### config.mk
export PLATFORM = sky130hd
export DESIGN_NAME = fpu_req_issuer
export DESIGN_NICKNAME = d
export VERILOG_FILES = /design/src/rtl/fpu_req_issuer.sv
export SDC_FILE = /design/constraint.sdc
export NUM_CORES = 1
export LEC_CHECK = 0
export BUFFER_PORTS_ARGS = -buffer_cell sky130_fd_sc_hd__buf_2
export CAP_MARGIN = 20
export CORE_MARGIN = 1.5
export CORE_UTILIZATION = 44
export CTS_CLUSTER_DIAMETER = 40
export DETAILED_ROUTE_END_ITERATION = 16
export GPL_ROUTABILITY_DRIVEN = 0
export GPL_TIMING_DRIVEN = 0
export PLACE_DENSITY = 0.84
export SLEW_MARGIN = 20
export SYNTH_ARGS = -nofsm -noshare
export SYNTH_HDL_FRONTEND = slang
export SYNTH_SLANG_ARGS = --single-unit
### constraint.sdc
create_clock -name clk -period 2.3 [get_ports clk]
set_input_delay 0.46 -clock clk [delete_from_list [all_inputs] [get_ports clk]]
set_output_delay 0.46 -clock clk [all_outputs]
set_load 0.005 [all_outputs]
### src/rtl/fpu_req_issuer.sv
`default_nettype none
// ============================================================================
//  Module   : fpu_req_issuer
//  Brief    : Initiator-side FPU request issuer. Allocates in-flight tags,
//             stores per-op metadata, forwards requests to the FPU, and turns
//             tagged FPU responses into a registered commit response with
//             sticky fflags accumulation and tag-error detection.
//  Options  : FPU_REQ_ISSUER_PERF_EN adds perf_stall_cycles / perf_ops_done.
//  Revision : 1.0 - initial release
// ============================================================================
module fpu_req_issuer #(
  parameter int NUM_LANES  = 1,
  parameter int XLEN       = 32,
  parameter int NUM_TAGS   = 8,
  parameter int META_WIDTH = 16
) (
  input  logic                            clk,
  input  logic                            reset_n,
  // Pipeline request side
  input  logic                            req_valid,
  output logic                            req_ready,
  input  logic [META_WIDTH-1:0]           req_meta,
  input  logic [3:0]                      req_op,
  input  logic [1:0]                      req_fmt,
  input  logic [2:0]                      req_frm,
  input  logic [NUM_LANES*XLEN-1:0]       req_dataa,
  input  logic [NUM_LANES*XLEN-1:0]       req_datab,
  input  logic [NUM_LANES*XLEN-1:0]       req_datac,
  // FPU request side
  output logic                            fpu_valid_in,
  input  logic                            fpu_ready_in,
  output logic [3:0]                      fpu_op_type,
  output logic [1:0]                      fpu_fmt,
  output logic [2:0]                      fpu_frm,
  output logic [NUM_LANES*XLEN-1:0]       fpu_dataa,
  output logic [NUM_LANES*XLEN-1:0]       fpu_datab,
  output logic [NUM_LANES*XLEN-1:0]       fpu_datac,
  output logic [$clog2(NUM_TAGS)-1:0]     fpu_tag_in,
  // FPU response side
  input  logic                            fpu_valid_out,
  output logic                            fpu_ready_out,
  input  logic [NUM_LANES*XLEN-1:0]       fpu_result,
  input  logic                            fpu_has_fflags,
  input  logic [4:0]                      fpu_fflags,
  input  logic [$clog2(NUM_TAGS)-1:0]     fpu_tag_out,
  // Commit response side
  output logic                            rsp_valid,
  input  logic                            rsp_ready,
  output logic [META_WIDTH-1:0]           rsp_meta,
  output logic [NUM_LANES*XLEN-1:0]       rsp_result,
  output logic [4:0]                      rsp_fflags,
  // Status
  output logic [4:0]                      fflags_acc,
  input  logic                            fflags_clr,
  output logic [$clog2(NUM_TAGS):0]       pending,
`ifdef FPU_REQ_ISSUER_PERF_EN
  output logic [31:0]                     perf_stall_cycles,
  output logic [31:0]                     perf_ops_done,
`endif
  output logic                            tag_err
);

  localparam int TAGW = $clog2(NUM_TAGS);
  localparam int DW   = NUM_LANES * XLEN;

  logic [NUM_TAGS-1:0]   r_inuse;
  logic [META_WIDTH-1:0] r_meta_tbl [NUM_TAGS];
  logic [TAGW:0]         r_pending;
  logic                  r_rsp_valid;
  logic [META_WIDTH-1:0] r_rsp_meta;
  logic [DW-1:0]         r_rsp_result;
  logic [4:0]            r_rsp_fflags;
  logic [4:0]            r_fflags_acc;
  logic                  r_tag_err;

  logic                  w_has_free;
  logic [TAGW-1:0]       w_free_tag;
  logic                  w_req_fire;
  logic                  w_rsp_fire;
  logic                  w_free_busy;
  logic [NUM_TAGS-1:0]   w_inuse_nxt;
  logic [TAGW:0]         w_pending_nxt;
  logic [4:0]            w_new_flags;

  // Free-tag availability is derived from the in-use vector, so a tag freed
  // this cycle only becomes visible after the clock edge.
  assign w_has_free  = ~(&r_inuse);
  assign w_req_fire  = req_valid & req_ready;
  assign w_rsp_fire  = fpu_valid_out & fpu_ready_out;
  assign w_free_busy = w_rsp_fire & r_inuse[fpu_tag_out];
  assign w_new_flags = fpu_has_fflags ? fpu_fflags : 5'd0;

  // Request pass-through
  assign fpu_valid_in  = req_valid & w_has_free;
  assign req_ready     = fpu_ready_in & w_has_free;
  assign fpu_op_type   = req_op;
  assign fpu_fmt       = req_fmt;
  assign fpu_frm       = req_frm;
  assign fpu_dataa     = req_dataa;
  assign fpu_datab     = req_datab;
  assign fpu_datac     = req_datac;
  assign fpu_tag_in    = w_free_tag;
  assign fpu_ready_out = ~r_rsp_valid | rsp_ready;

  assign rsp_valid  = r_rsp_valid;
  assign rsp_meta   = r_rsp_meta;
  assign rsp_result = r_rsp_result;
  assign rsp_fflags = r_rsp_fflags;
  assign fflags_acc = r_fflags_acc;
  assign pending    = r_pending;
  assign tag_err    = r_tag_err;

  // Lowest-index free tag: scan downward so the smallest index wins
  always_comb begin
    w_free_tag = '0;
    for (int i = NUM_TAGS - 1; i >= 0; i--) begin
      if (!r_inuse[i]) w_free_tag = TAGW'(i);
    end
  end

  // Next in-use vector: clear on response, then set on allocation
  always_comb begin
    w_inuse_nxt = r_inuse;
    if (w_rsp_fire) w_inuse_nxt[fpu_tag_out] = 1'b0;
    if (w_req_fire) w_inuse_nxt[w_free_tag]  = 1'b1;
  end

  // Next pending count; a response on a free tag never decrements
  always_comb begin
    case ({w_req_fire, w_free_busy})
      2'b10:   w_pending_nxt = r_pending + 1'b1;
      2'b01:   w_pending_nxt = r_pending - 1'b1;
      default: w_pending_nxt = r_pending;
    endcase
  end

  // Metadata table: written on allocation, intentionally not reset
  always_ff @(posedge clk) begin
    if (w_req_fire) r_meta_tbl[w_free_tag] <= req_meta;
  end

  // Tag bookkeeping and error flag
  always_ff @(posedge clk or negedge reset_n) begin
    if (!reset_n) begin
      r_inuse   <= '0;
      r_pending <= '0;
      r_tag_err <= 1'b0;
    end else begin
      r_inuse   <= w_inuse_nxt;
      r_pending <= w_pending_nxt;
      if (w_rsp_fire && !r_inuse[fpu_tag_out]) r_tag_err <= 1'b1;
    end
  end

  // One-entry commit response register
  always_ff @(posedge clk or negedge reset_n) begin
    if (!reset_n) begin
      r_rsp_valid  <= 1'b0;
      r_rsp_meta   <= '0;
      r_rsp_result <= '0;
      r_rsp_fflags <= '0;
    end else if (w_rsp_fire) begin
      r_rsp_valid  <= 1'b1;
      r_rsp_meta   <= r_meta_tbl[fpu_tag_out];
      r_rsp_result <= fpu_result;
      r_rsp_fflags <= w_new_flags;
    end else if (rsp_ready) begin
      r_rsp_valid  <= 1'b0;
    end
  end

  // Sticky fflags; clear discards the old value but keeps same-cycle flags
  always_ff @(posedge clk or negedge reset_n) begin
    if (!reset_n) begin
      r_fflags_acc <= '0;
    end else if (fflags_clr) begin
      r_fflags_acc <= w_rsp_fire ? w_new_flags : 5'd0;
    end else if (w_rsp_fire) begin
      r_fflags_acc <= r_fflags_acc | w_new_flags;
    end
  end

`ifdef FPU_REQ_ISSUER_PERF_EN
  logic [31:0] r_perf_stall;
  logic [31:0] r_perf_done;

  assign perf_stall_cycles = r_perf_stall;
  assign perf_ops_done     = r_perf_done;

  // Free-running wrap-around performance counters
  always_ff @(posedge clk or negedge reset_n) begin
    if (!reset_n) begin
      r_perf_stall <= '0;
      r_perf_done  <= '0;
    end else begin
      if (req_valid && !w_has_free) r_perf_stall <= r_perf_stall + 32'd1;
      if (w_rsp_fire)               r_perf_done  <= r_perf_done + 32'd1;
    end
  end
`endif

endmodule
`default_nettype wire

# --- After elaboration in Yosys (flattened, before gate mapping) ---
# Memory sizes are Yosys's and may differ from the RTL's. A register that Yosys moved wholly into a read port is not among the register bits.
# Index checks and enable logic that the tools add are counted.
# Widths: inputs -> output; s select.
word_totals:
  ff_bits: 56
  output_inout_bits: 175
  in_bits: 169
  ram_bits: 128
  n_memories: 1
  wordCells: 62
op_classes:
  n_lt_le_gt_ge: 4
  eq_ne: 2
  reduce_logical: 9
  add_sub_neg: 2
  mux: 25
  bitwise: 12
mem_list:
  columns: ["name", "depth", "word_bits", "rd", "rd_clocked_by_memory_dff", "write_ports", "line_no", "source"]
  rows:
  - ["r_meta_tbl", 8, 16, 1, 1, 1, "67", "logic [META_WIDTH-1:0] r_meta_tbl [NUM_TAGS];"]
ops:
  columns: ["operator", "count"]
  rows:
  - ["$mux 3", 8]
  - ["$mux 5", 4]
  - ["$mux 8", 2]
  - ["$and 8x8->8", 1]
  - ["$lt 3x4->1 const B", 2]
  - ["$not 8->8", 1]
  - ["$or 8x8->8", 1]
  - ["$pmux 4 s2", 1]
  - ["$reduce_and 8->1", 1]
  - ["$mux 1", 7]
  - ["$demux 1 s3", 2]
  - ["$ge 3x1->1 const B", 2]
  - ["$reduce_bool 2->1", 3]
  - ["$and 1x1->1", 5]
  - ["$or 5x5->5", 1]
  - ["$add 4x1->4 const B", 1]
  - ["$sub 4x1->4 const B", 1]
  - ["$bmux 1 s3", 1]
  - ["$logic_and 1x1->1", 3]
  - ["$eq 2x1->1 const B", 1]
  - ["$eq 2x2->1 const B", 1]
  - ["$logic_not 1->1", 2]
  - ["$not 1->1", 2]
  - ["$or 1x1->1", 1]

# --- Logic depth before layout (Yosys ltp) ---
# Gate-level depths: netlist of run 1.
depth:
  depth_word: 14
  mapped_depth: 12
  depth_no_buf: 10

# --- Least setup slack after synthesis of run 1 ---
# OpenSTA, ideal clock, no wires.
synth_timing:
  kind: "input to register"
  start: "input port fpu_tag_out[1]"
  end: "register r_pending[2] (netlist: pending[2])"
  cell_stages: 11
  t_required_ps: 2174
  path_slack_ps: -264
  n_path_buf: 1
  setup_time_ps: 126
  t_arrival_ps: 2438
  cell_sequence: "buf_6 > mux4_1 > mux2i_1 > nor2_1 > ha_1 > xor2_1 > ha_1 > a21oi_1 > xor2_1 > nor2_1 > xor2_1"
synth_between:
  elab_chain_len: 5
  word_cells_on_any_way: 7
  classes_between: "2 x eq/ne; 3 x mux; 1 x bitwise; 1 x reduce/logical"
synth_rtl:
  columns: ["element", "line_no", "source"]
  rows:
  - ["start, declared", "45", "input logic [$clog2(NUM_TAGS)-1:0] fpu_tag_out,"]
  - ["$bmux 1 s3 (*)", "90", "assign w_free_busy = w_rsp_fire & r_inuse[fpu_tag_out];"]
  - ["$mux 1 (implied by the code) (*)", "90", null]
  - ["$and 1x1->1 (*)", "90", null]
  - ["$eq 2x1->1 / $eq 2x2->1 (equally long branches)", "130", "case ({w_req_fire, w_free_busy})"]
  - ["$pmux 4 s2 / $reduce_bool 2->1 (equally long branches)", null, null]
  - ["end signal, assigned", "150", "r_pending <= w_pending_nxt;"]
  - ["end, declared", "68", "logic [TAGW:0] r_pending;"]
# Every way passes the cells marked *; elsewhere a longest branch is shown, timed or not. The select of a mux whose other input is x is not followed.
# A chain may end at the register's enable or synchronous reset.

# --- Worst setup path in the final report of run 1 ---
layout_timing:
  start: "register r_inuse[0]"
  end: "register r_pending[2] (netlist: pending[2])"
layout_between:
  elab_chain_len: 6
  word_cells_on_any_way: 11
  classes_between: "2 x eq/ne; 3 x mux; 4 x bitwise; 2 x reduce/logical"
layout_rtl:
  columns: ["element", "line_no", "source"]
  rows:
  - ["start, declared", "66", "logic [NUM_TAGS-1:0] r_inuse;"]
  - ["start signal, assigned", "149", "r_inuse <= w_inuse_nxt;"]
  - ["branches (longest 6 deep; another with $pmux 4 s2)", null, null]
# Several ways; the timed one is not identified. The select of a mux whose other input is x is not followed.

==> run metrics, run 1 <==
register area=5650 um^2; vias in the first global route=between 6000 and 7000; WL per Instance=around 24 um; Reg2Reg Setup Slack=-0.05 ns; sequential area share after synthesis=between 60 and 70%; clock buffer depth=2; Final setup violation count=1; global route overflow=0; Die Height=between 100 and 150 um; Max Transition Viols Final=0; synth top area cells=edfxtp_1, dfrtp_1, buf_4; multi-input logic area=2208 um^2; Syn Nets=835; maximum vdd ir drop=538.9 uV; switching part of the total=between 20 and 30%; critical-path cell list=mux4_2 -> mux2i_4 -> nor2_2 -> ha_2 -> xor2_1 -> ha_2 -> a21oi_2 -> xor2_1 -> nor2_1 -> xor2_1; final WL=29790 um; met2 Use GR=between 40 and 50%; pre-CTS WS=-0.7005 ns; Combinational Power Share=19.6%; total CTS buffers=17; DRC marker count from the first detailed-route iteration=around 680; layout cell share with drive strength beyond 1=just under 50%; clock power share=around 33%; sw power=~2600 uW; Synth area leader=edfxtp_1; largest fanout on the critical path=8; DRT Pass-1 Iters=5; sequential power share=47.7%; Seq cells post-synth=200; post-synth top area share=roughly 44%; fin nets=between 1000 and 1500; syn avg cell area=around 13 um^2; htree depth=4; chip width=about 140 um; die area=approximately 21000 um^2; Initial Util=a little under half; Crit path arrival time=about 2.7 ns; Cell Area, Placed=around 11000 um^2; largest net degree at the start of global routing=between 40 and 50; RR Startpoint=r_inuse[0]; Final Hold Fails=0; Pwr Density=between 800 and 900 nW/um^2; cell area after layout=~11000 um^2; Top cell by count, worst path=xor2_1; vias after detailed routing=6537; clock root cell=clkbuf_16; dominant synthesized flop cell=edfxtp_1; Worst Hold Class=in -> reg; status=finished with violations; Worst-Skew Late Latency=approximately 0.43 ns; Final WS setup=-0.04876 ns; filler cell count=approximately 1600; DRC Markers=0; average via count per standard cell=around 5.3; Post-DP HPWL=22210 um; Slew Limit Headroom=47.28%; met3 GRT Util=around 7.7%; CP required=2.62 ns; Int Power=about 6700 uW; Area Overhead vs Synth=27.89%; Tmin final=2.349 ns; Critical Path Source Type=flop; DRT antenna net count=0; reg2reg path depth=10; unrepaired setup endpoints after global routing=yes; Core Box Area=~20000 um^2; Slew @ Worst Pin=a little under 0.8 ns; worst clock skew=approximately 0.013 ns; TritonCTS clock tree=yes; synthesis warning total=0; reg-to-reg endpoint=pending[2]; post-synthesis cell area=a little under 9000 um^2; fmax=~430 MHz; Port Buffers=236; grt peak-use layer=met2; Synth Instances=about 660; Worst-path clk slew=roughly 0.08 ns; io pins=between 300 and 400; failing checks=negative setup slack; final hold slack=around 0.21 ns; number of max-cap violations=0; Row Count=51; P_leak=between 0.005 and 0.006 uW; ys async rst share=a little over a third; Setup crit start=r_inuse[0]; slowest stage delay, CP=roughly 0.50 ns; global-route wire length before repair=around 40000 um; Sink Count=200; period utilization=102.1%; initial antenna violation count=4; CP endpoint kind=flop; Yosys cell types=53; critical path class=reg -> reg; Worst Setup EP=pending[2]; met1 usage=between 30% and 40%; Post-synth EDFFs=about 130; Slowest-stage cell, CP=mux4_2; GRT Resource Usage Total=27.93%
## repair_timing
item / 4_1_cts / 5_1_grt
hold buffers: 1 / 0
gates cloned: 0 / 0
buffers inserted: 7 / 7
endpoints found under the setup margin: 24 / 22
hold endpoints to repair: 28 / 0
pin swaps: 2 / 3
gates resized for setup: 11 / 6
## area by class of cell
class                      instances  share of cell area [%]
sequential                       200                   50.14
multi-input combinational        320                   19.60
inverter                           6                  0.1998
timing repair buffer             262                   12.80
tap                              265                   2.942
buffer                           136                   9.026
clock buffer                      18                   3.808
antenna                            2                 0.04441
clock inverter                    14                   1.443
## power groups by stage
stage	clock network (uW)	logic (uW)	registers, uW
final	3050	1830	4450
after global placement	0	1490	4480
after global routing	3220	1960	4480
after CTS	3050	1680	4450
after floorplan	0	829	4460
after detailed placement	0	1600	4500
## cells in the mapped netlist, types with 6 or more instances
library cell,n
dfrtp_1,72
buf_2,9
o21ai_0,19
nand3b_1,6
nor2_1,20
nand2_1,117
a22o_1,10
a31oi_1,8
nand2b_1,8
mux2i_1,19
inv_1,6
buf_4,111
mux2_2,10
a21oi_1,14
edfxtp_1,128
clkbuf_1,7
nor2b_1,7
o21ai_1,7
mux4_2,9
## registers in the layout, summed over array words and instances, names as in the netlist
register and cells:
r_meta_tbl 128, rsp_result 32, rsp_meta 16, r_inuse 8
fflags_acc 5, rsp_fflags 5, pending 4, rsp_valid 1
tag_err 1
## how the worst min path moves through the flow
stage               cells after the start  slack, ns        endpoint           from
global placement                        1       0.43         tag_err        tag_err
global route                            3       0.21   rsp_result[9]  fpu_result[9]
CTS                                     3       0.19   rsp_result[9]  fpu_result[9]
detailed placement                      1       0.42  rsp_result[17]        reset_n
floorplan                               0       0.16   fflags_acc[0]        reset_n
finish                                  3       0.21   rsp_result[0]  fpu_result[0]
## critical path: cells and delay by family, from the launching register on
kind / cells / cell delay [ns]
muxes: 2 / 0.71
AOI/OAI and AO/OA: 1 / 0.11
DFF: 1 / 0.47
and+or+nand+nor: 2 / 0.12
xor gates and xnor gates: 3 / 0.45
adders and majority gates: 2 / 0.39
## kinds of logic after synthesis
kind of cell,synth area share (%)
AOI/OAI and AO/OA,7.028
xor gates and xnor gates,0.4969
adders and majority gates,0.4260
buffers and inverters,11.67
DFF,64.06
muxes,7.568
and+or+nand+nor,8.746
## layout by cell type (no fill, tap or decap), drive strengths merged, types with 6 or more instances in the layout
| cell | instances |
|---|---|
| o21ai | 26 |
| a22o | 10 |
| clkbuf | 25 |
| nor2b | 8 |
| edfxtp | 128 |
| dfrtp | 72 |
| inv | 12 |
| nor2 | 20 |
| a21oi | 14 |
| nand3b | 6 |
| nand2b | 8 |
| buf | 390 |
| mux2i | 19 |
| a31oi | 8 |
| mux2 | 12 |
| mux4 | 14 |
| nand2 | 117 |
## routing by layer
| metal | vias to the layer above | part of all wire (%) |
|---|---|---|
| met5 | - | 0.091 |
| met4 | 4 | 2.1 |
| met3 | 44 | 10 |
| met2 | 420 | 48 |
| met1 | 3251 | 40 |
| li1 | 2818 | - |
## per-stage QoR
stage	setup TNS [ns]	total power (uW)	instances	utilization (%)
detailed placement	-3.843	6096	1175	53.81
finish	-0.04876	9323	1223	57.72
global route	-0.1368	9657	1221	57.69
global placement	-85.33	5975	1164	52.93
CTS	-0.1027	9178	1214	57.29
floorplan	-0.07548	5288	663	-
(Power assumes the default switching activity.)
==> run 2: changes to the inputs <==
--- a/config.mk
+++ b/config.mk
@@ -5,15 +5,16 @@
 export SDC_FILE = /design/constraint.sdc
 export NUM_CORES = 1
 export LEC_CHECK = 0
+export ABC_AREA = 1
 export BUFFER_PORTS_ARGS = -buffer_cell sky130_fd_sc_hd__buf_2
 export CAP_MARGIN = 20
 export CORE_MARGIN = 1.5
-export CORE_UTILIZATION = 44
+export CORE_UTILIZATION = 50
 export CTS_CLUSTER_DIAMETER = 40
 export DETAILED_ROUTE_END_ITERATION = 16
 export GPL_ROUTABILITY_DRIVEN = 0
 export GPL_TIMING_DRIVEN = 0
-export PLACE_DENSITY = 0.84
+export PLACE_DENSITY = 0.89
 export SLEW_MARGIN = 20
 export SYNTH_ARGS = -nofsm -noshare
 export SYNTH_HDL_FRONTEND = slang
==> constraint.sdc (replaced) <==
create_clock -name clk -period 2.7 [get_ports clk]
set_input_delay 0.54 -clock clk [delete_from_list [all_inputs] [get_ports clk]]
set_output_delay 0.54 -clock clk [all_outputs]
set_load 0.005 [all_outputs]
==> run metrics, run 2 <==
Port Buffers=237 (+0.42%); hold_buf cts=0 (-1); clock root cell=clkbuf_16; layout cell share with drive strength beyond 1=32.70% (-16 points); CP endpoint kind=flop; syn avg cell area=9.299 um^2 (-30%); Sink Count=200 (unchanged); Die Height=138.7 um (-4.0%); unrepaired setup endpoints after global routing=no; sequential area share after synthesis=61.32% (-2.7 points); synth top area cells=edfxtp_1, nand2_1, dfrtp_1; DRC marker count from the first detailed-route iteration=891 (+31%); final non-filler cell total=1493 (+22%); synthesis warning total=0 (unchanged); io pins=344 (unchanged); commonest non-fill, non-tap cells in the layout=nand2_1, buf_2, edfxtp_1, buf_4, dfrtp_1; Slew Limit Headroom=41.96% (-5.3 points); Final setup violation count=0 (-1); critical path class=reg -> reg; ys async rst share=36.00% (unchanged); Pwr Density=696.9 nW/um^2 (-16%); final core occ=63.22% (+5.5 points); DRC Markers=0 (unchanged); post-synthesis cell area=9206 um^2 (+4.5%); Post-synth top cells=nand2_1, edfxtp_1, buf_4; CP required=3.04 ns (+0.42 ns); Worst-Skew Late Latency=0.43 ns (about the same); cts repair resizes=0 (-11); Core Box Area=18020 um^2 (-7.7%); TritonCTS clock tree=yes; Setup TNS=0 ns (+0.04876 ns); chip width=138.7 um (-4.0%); Post-DP HPWL=22590 um (+1.7%); vias in the first global route=7479 (+24%); fmax=408.7 MHz (-4.0%); maximum vdd ir drop=530.6 uV (-1.5%); P_leak=0.005884 uW (+17%); final WL=30120 um (+1.1%); Synth Instances=990 (+49%); Max Transition Viols Final=0 (unchanged); htree depth=4 (unchanged); average via count per standard cell=5.257 (-1.7%); Row Count=49 (-3.9%); Crit path arrival time=2.79 ns (+0.12 ns); number of max-cap violations=0 (unchanged); WL per Instance=20.17 um (-17%); Syn Nets=1162 (+39%); post-synth top area share=41.75% (-1.9 points); GRT Resource Usage Total=31.22% (+3.3 points); Tmin final=2.447 ns (+0.09786 ns); Critical Path Source Type=flop; Final Hold Fails=0 (unchanged); status=completed; DRT Pass-1 Iters=5 (unchanged); Slew @ Worst Pin=0.8696 ns (+0.07879 ns); die area=19240 um^2 (-7.9%); dpl cells=1460 (+24%); Yosys cell types=25 (-53%); global route overflow=0 (unchanged); worst clock skew=0.01041 ns (-0.002632 ns); clock buffer depth=2 (unchanged); initial antenna violation count=1 (-3); Worst Hold Class=in -> async; Post-synth EDFFs=128 (unchanged); global-route wire length before repair=44570 um (+11%); commonest non-fill, non-tap cell in the layout=nand2_1; vias after detailed routing=7848 (+20%); largest fanout on the critical path=10 (+2); dominant synthesized flop cell=edfxtp_1; Seq cells post-synth=200 (unchanged); max reg flops=128 (unchanged); Area Overhead vs Synth=23.78%; Worst-path clk slew=0.07 ns (about the same); most frequent cell after synthesis=nand2_1; Synth area leader=edfxtp_1; Reg with most FFs=r_meta_tbl; total CTS buffers=17 (unchanged); largest net degree at the start of global routing=44 (-2.2%); fin nets=1422 (+28%); Initial Util=51.08% (+5.9 points); DRT antenna net count=0 (unchanged); period utilization=90.62% (-12 points); Post-CTS Setup Inserts=0 (-7)
## run 2: cell count changes after synthesis, sizes merged, moves of 9 or more
cell and delta:
nand3 +12, a22o -10, mux2 -12, nand2 +433, mux4 -14, o21ai -9, a21oi -11, mux2i -19
inv +26
## run 2: stage by stage
stage / total power, uW / cell area (um^2) / hold WS (ns) / worst slack [ns]
after floorplan: 4608 / 9206 / 0.2444 / 0.3218
after global placement: 5183 / 10680 / 0.4459 / -0.1526
after detailed placement: 5277 / 10750 / 0.4451 / -0.1065
after CTS: 7927 / 11390 / 0.04512 / 0.2724
after global routing: 8251 / 11390 / 0.06164 / 0.02553
final: 7942 / 11400 / 0.03964 / 0.2534
## run 2: worst paths after layout
kind                           startpoint             end  slack (ns)  cells after the start
min in group clk           fpu_result[20]  rsp_result[20]        0.30                      3
min                               reset_n  rsp_result[25]        0.04                      1
max reg2reg                     rsp_valid      pending[2]        0.25                     13
max                             rsp_valid      pending[2]        0.25                     13
min reg2reg                       tag_err         tag_err        0.47                      2
max in group asynchronous         reset_n     rsp_meta[8]        2.09                      2
## run 2: kinds of logic after synthesis
kind of cell	Yosys count	synth area share, %
and+or+nand+nor	584	24.27
DFF	200	61.32
buffers and inverters	178	12.39
AOI/OAI and AO/OA	23	1.413
adders and majority gates	3	0.4078
xor gates and xnor gates	2	0.1903
## run 2: routing by layer
metal / track usage, % / part of all wire (%) / wire (um) / vias up
met5: 0 / 0.023 / 7 / -
met4: 8.936 / 2.4 / 734 / 2
met3: 7.597 / 10 / 3155 / 64
met2: 52.06 / 49 / 14810 / 541
met1: 41.04 / 38 / 11410 / 3718
li1: - / - / - / 3523
## run 2: area by class of cell
type / count / area [um^2]
diodes: 1 / 2.502
clock buffers: 24 / 535.5
plain buffers: 146 / 1021
well taps: 229 / 286.5
flip-flops and latches: 200 / 5645
repair buffers: 241 / 1254
multi-input cells: 612 / 2427
clock inverters: 8 / 103.9
inverters: 32 / 120.1
fillers: 1402 / 6629
## run 2: critical path: stages, from the launching register on
cell,delay (ns)
dfrtp_1,0.35
nand2_1,0.10
nand2_1,0.11
buf_2,0.26
buf_2,0.30
a21oi_2,0.07
ha_1,0.25
nand2_1,0.09
inv_1,0.05
nor2_1,0.19
ha_1,0.21
a21oi_1,0.06
xor2_1,0.16
o21ai_0,0.15
## run 2: report_power, final
part,leakage (uW),switching (uW),internal [uW]
clock,0.000317,1100,1590
sequential,0.00205,179,3610
combinational,0.00351,899,564
total,0.00588,2180,5760
